[src/rtl/decoder_scan_pkg.sv]
// ============================================================================
// Module : decoder_scan_pkg
// Brief  : Shared types and helpers for the decoder family.
// Rev    : 1.0 - initial release
// ============================================================================
`default_nettype none

package decoder_scan_pkg;

  typedef enum logic {
    MODE_DIRECT = 1'b0,
    MODE_SCAN   = 1'b1
  } mode_e;

  // Constant-foldable ceil(log2(value)); 0 for value <= 1.
  function automatic int clog2(input int value);
    int res;
    res = 0;
    for (int i = 0; i < 31; i++) begin
      if ((1 << i) < value) res = i + 1;
    end
    return res;
  endfunction

endpackage

`default_nettype wire

[src/rtl/decoder_onehot_n.sv]
// ============================================================================
// Module : decoder_onehot_n
// Brief  : Combinational SEL_W -> 2**SEL_W active-low one-hot decoder with enable.
// Rev    : 1.0 - initial release
// ============================================================================
`default_nettype none

module decoder_onehot_n #(
  parameter int SEL_W = 2
) (
  input  logic                    g_n,
  input  logic [SEL_W-1:0]        sel,
  output logic [(1<<SEL_W)-1:0]   y_n
);

  localparam int NUM_OUT = 1 << SEL_W;

  for (genvar i = 0; i < NUM_OUT; i++) begin : g_out
    assign y_n[i] = g_n | (sel != SEL_W'(i));
  end

endmodule

`default_nettype wire

[src/rtl/decoder_scan.sv]
// ============================================================================
// Module : decoder_scan
// Brief  : Registered active-low 1-of-2**SEL_W decoder with address latch and
//          auto-scan sequencer (programmable dwell per output).
// Rev    : 1.0 - initial release
// ============================================================================
`default_nettype none

module decoder_scan
  import decoder_scan_pkg::*;
#(
  parameter int SEL_W     = 2,
  parameter int DWELL     = 4,
  parameter int SCAN_LAST = (1 << SEL_W) - 1
) (
  input  logic                    clk,
  input  logic                    rst,
  input  logic                    g_n,
  input  logic                    le_n,
  input  logic                    scan,
  input  logic [SEL_W-1:0]        sel,
  output logic [(1<<SEL_W)-1:0]   y_n,
  output logic [SEL_W-1:0]        cur_sel,
  output logic                    wrap
);

  localparam int NUM_OUT = 1 << SEL_W;
  localparam int CNT_W   = (clog2(DWELL) > 1) ? clog2(DWELL) : 1;

  if (SEL_W < 1) begin : g_bad_sel_w
    $error("decoder_scan: SEL_W must be >= 1");
  end
  if (DWELL < 1) begin : g_bad_dwell
    $error("decoder_scan: DWELL must be >= 1");
  end
  if (SCAN_LAST >= NUM_OUT || SCAN_LAST < 0) begin : g_bad_scan_last
    $error("decoder_scan: SCAN_LAST must be in 0..NUM_OUT-1");
  end

  localparam logic [CNT_W-1:0] c_dwell_last = CNT_W'(DWELL - 1);
  localparam logic [SEL_W-1:0] c_scan_last  = SEL_W'(SCAN_LAST);

  logic [SEL_W-1:0]   r_addr;
  logic [CNT_W-1:0]   r_cnt;
  logic               r_wrap;
  logic [NUM_OUT-1:0] r_y_n;

  logic [SEL_W-1:0]   w_addr_next;
  logic [CNT_W-1:0]   w_cnt_next;
  logic               w_wrap_next;
  logic [NUM_OUT-1:0] w_y_n;
  mode_e              w_mode;

  assign w_mode = mode_e'(scan);

  // Direct mode keeps the counter at zero, so entering scan always starts a
  // fresh dwell on the address currently held.
  always_comb begin
    w_addr_next = r_addr;
    w_cnt_next  = r_cnt;
    w_wrap_next = 1'b0;
    if (w_mode == MODE_DIRECT) begin
      w_cnt_next = '0;
      if (!le_n) w_addr_next = sel;
    end else if (!g_n) begin
      if (r_cnt == c_dwell_last) begin
        w_cnt_next = '0;
        if (r_addr >= c_scan_last) begin
          w_addr_next = '0;
          w_wrap_next = 1'b1;
        end else begin
          w_addr_next = r_addr + SEL_W'(1);
        end
      end else begin
        w_cnt_next = r_cnt + CNT_W'(1);
      end
    end
  end

  decoder_onehot_n #(
    .SEL_W (SEL_W)
  ) u_onehot (
    .g_n (g_n),
    .sel (w_addr_next),
    .y_n (w_y_n)
  );

  always_ff @(posedge clk) begin
    if (rst) begin
      r_addr <= '0;
      r_cnt  <= '0;
      r_wrap <= 1'b0;
      r_y_n  <= '1;
    end else begin
      r_addr <= w_addr_next;
      r_cnt  <= w_cnt_next;
      r_wrap <= w_wrap_next;
      r_y_n  <= w_y_n;
    end
  end

  assign y_n     = r_y_n;
  assign cur_sel = r_addr;
  assign wrap    = r_wrap;

endmodule

`default_nettype wire

[config.mk]
export PLATFORM = sky130hd
export DESIGN_NAME = decoder_scan
export DESIGN_NICKNAME = d
export VERILOG_FILES = /design/src/rtl/decoder_scan_pkg.sv /design/src/rtl/decoder_onehot_n.sv /design/src/rtl/decoder_scan.sv
export SDC_FILE = /design/constraint.sdc
export NUM_CORES = 1
export LEC_CHECK = 0
export ABC_AREA = 1
export ABC_CLOCK_PERIOD_IN_PS = 2670
export CAP_MARGIN = 10
export CORE_AREA = 2 2 39 41
export CTS_CLUSTER_DIAMETER = 100
export DETAILED_ROUTE_END_ITERATION = 8
export DIE_AREA = 0 0 41 43
export GPL_ROUTABILITY_DRIVEN = 0
export GPL_TIMING_DRIVEN = 0
export SLEW_MARGIN = 20
export SYNTH_ARGS = -nofsm -noshare
export SYNTH_HDL_FRONTEND = slang
export SYNTH_SLANG_ARGS = --single-unit
[constraint.sdc]
create_clock -name clk -period 2.67 [get_ports clk]
set_input_delay 0.534 -clock clk [delete_from_list [all_inputs] [get_ports clk]]
set_output_delay 0.534 -clock clk [all_outputs]
set_load 0.01 [all_outputs]
==> qor.csv <==
metric;value;unit
drv_slew;0;
first_global_vias;295;
rsz0062_at_grt;no;
grtUsageTotal;10.16;%
cts_buffers;3;
die_h;43;µm
status;finished, final reports clean;
nets;77;
power_density;510.8;nW/µm²
cp_slowest_stage_delay;0.57;ns
final.setup_skew;0.003946;ns
drv_cap;0;
finalSetupViolations;0;
area_growth;45.08;%
firstDrtPassIters;4;
synth_top_area_share;45.71;%
hold_violations;0;
vias_per_cell;4.181;
synth_nets;59;
wl_per_cell;8.723;µm
antenna_found_initial;0;
h-tree-depth;1;
hold_buffers;0;
rows;14;
die-area;1763;µm²
portBuffers;13;
yosys-top-cells-area;dfxtp_1, nand2_1, ha_1, nand3_1, nor2_1;
p_comb_share;15.0;%
cell_internal_pwr;0.0002179;W
grt_pass1_wl;1131;µm
cts_tree;yes;
fin_tns_setup;0;ns
finalPower;0.0002921;W
crit_arrival;1.24;ns
pwr-share-seq;49.1;%
path_class;register to output pin;
crit_chain;clkdlybuf4s50_1;
cp_slowest_cell;clkdlybuf4s50_1;
finalWirelength;724;µm
drc;0;
leakagePower;0.2514;nW
synthesis.area;394.1;µm²
overflow;0;
period_minus_slack;1.770;ns
clkTransAtPathRegs;0.07;ns
critical-path-top-delay-family;buffers and inverters;
insertion_delay;0.26;ns
avgSynthCellArea;7.883;µm²
worstSetupStartpointType;register;
num_antenna_cells;0;
die_x;41;µm
post-dp-hpwl;588.6;µm
slew_headroom;86.28;%
hold_class;register to register;
path_buf_inv;1;
clock_path_buffers;2;
start_util;28.48;%
synth_largest_area_cell;dfxtp_1;
clkSinkCount;9;
drtIter0Drc;6;
synthCells;50;
io_pins;14;
grt_max_degree;7;
tightest_slew;0.2058;ns
layout-drive-gt1-share;16.42;%
vias;347;
ys_seq_area_share;45.71;%
power_frac_clock;35.9;%
fmax;565.1;MHz
postCtsSetupRepairBufs;0;
required;2.14;ns
vdd_drop_max;0.0003327;V
synth_cell_types;14;
path_max_fanout;5;
post-route-period-util;66.28;%
p_switching;0.00007419;W
antenna_left;0;
fp.coreArea;1384;µm²
ys.warnings.count;0;
ys_ff_latch;9;
cts_resized;0;
power.share.switching;25.40;%
root_buffer;clkbuf_4;
worst_setup_path_end_kind;output pin;
## power by group through the flow
stage               Combinational, W  Clock (W)  Sequential, W
floorplan                  0.0000195          0       0.000148
global placement           0.0000441          0       0.000147
detailed placement         0.0000443          0       0.000147
CTS                        0.0000444   0.000112       0.000143
global route               0.0000490   0.000119       0.000144
finish                     0.0000438   0.000105       0.000143
## per-stage QoR
| stage | instance area [µm²] | hold slack [ns] | util, % | worst slack, ns | cells |
|---|---|---|---|---|---|
| 6_report | 571.8 | 0.4743 | 41.32 | 0.9003 | 83 |
| 4_1_cts | 571.8 | 0.4775 | 41.32 | 0.8816 | 83 |
| 3_3_place_gp | 544.3 | 0.4587 | 39.33 | 0.9389 | 79 |
| 3_5_place_dp | 544.3 | 0.4675 | 39.33 | 0.9213 | 79 |
| 5_1_grt | 571.8 | 0.5050 | 41.32 | 0.8391 | 83 |
| 2_1_floorplan | 394.1 | 0.4470 | - | 1.521 | 50 |
## layer usage
layer | up-vias | global-route usage, % | routed length [µm]
met1 | 149 | 11.97 | 363
met3 | 0 | 7.853 | 27
met5 | - | 0 | 0
li1 | 192 | - | -
met2 | 6 | 13.44 | 333
met4 | 0 | 4.000 | 0
## sequential cells by signal (all words and copies together), names as in the netlist
register  count
cur_sel       2
wrap          1
y_n           4
r_cnt         2
## tightest hold or removal path: cells and delay by family, from the launching register on
family	cells	cell delay, ns
flops	1	0.31
compound gates	1	0.06
simple gates	1	0.06
## synthesized netlist by cell type (all sizes together)
master	n
a21oi	3
dfxtp	9
ha	2
inv	5
nand2	17
nand3	6
nor2	6
nor3b	1
or2	1
## layout make-up
| class | count | area, µm² |
|---|---|---|
| clock buffers | 3 | 22.52 |
| fillers | 149 | 812.0 |
| multi-input cells | 36 | 195.2 |
| flip-flops and latches | 9 | 180.2 |
| repair buffers | 13 | 130.1 |
| inverters | 5 | 18.77 |
| well taps | 16 | 20.02 |
| clock inverters | 1 | 5.005 |
## logic make-up after synthesis
logic type | Yosys count | share of synthesized area, %
AOI/OAI and AO/OA | 3 | 3.808
adders and majority gates | 2 | 6.348
buffers and inverters | 5 | 4.760
DFF | 9 | 45.71
and+or+nand+nor | 31 | 39.37
## final timing paths
| path | end | cells past startpoint | slack (ns) | startpoint |
|---|---|---|---|---|
| min reg2reg | r_cnt[1]$_SDFFE_PP0N_ | 2 | 0.47 | r_cnt[1]$_SDFFE_PP0N_ |
| max reg2reg | y_n[0]$_SDFF_PP1_ | 5 | 1.43 | cur_sel[0]$_SDFF_PP0_ |
| max | cur_sel[0] | 1 | 0.90 | cur_sel[0]$_SDFF_PP0_ |
| min | r_cnt[1]$_SDFFE_PP0N_ | 2 | 0.47 | r_cnt[1]$_SDFFE_PP0N_ |
## layout by cell type, fill, tap and decap left out, drive strengths merged
cell           count
nor3b              1
clkinv             1
nand3              6
inv                5
dfxtp              9
a21oi              3
clkdlybuf4s50     13
or2                1
ha                 2
nand2             17
clkbuf             3
nor2               6
Note: power is estimated with default switching activity, not from simulation.
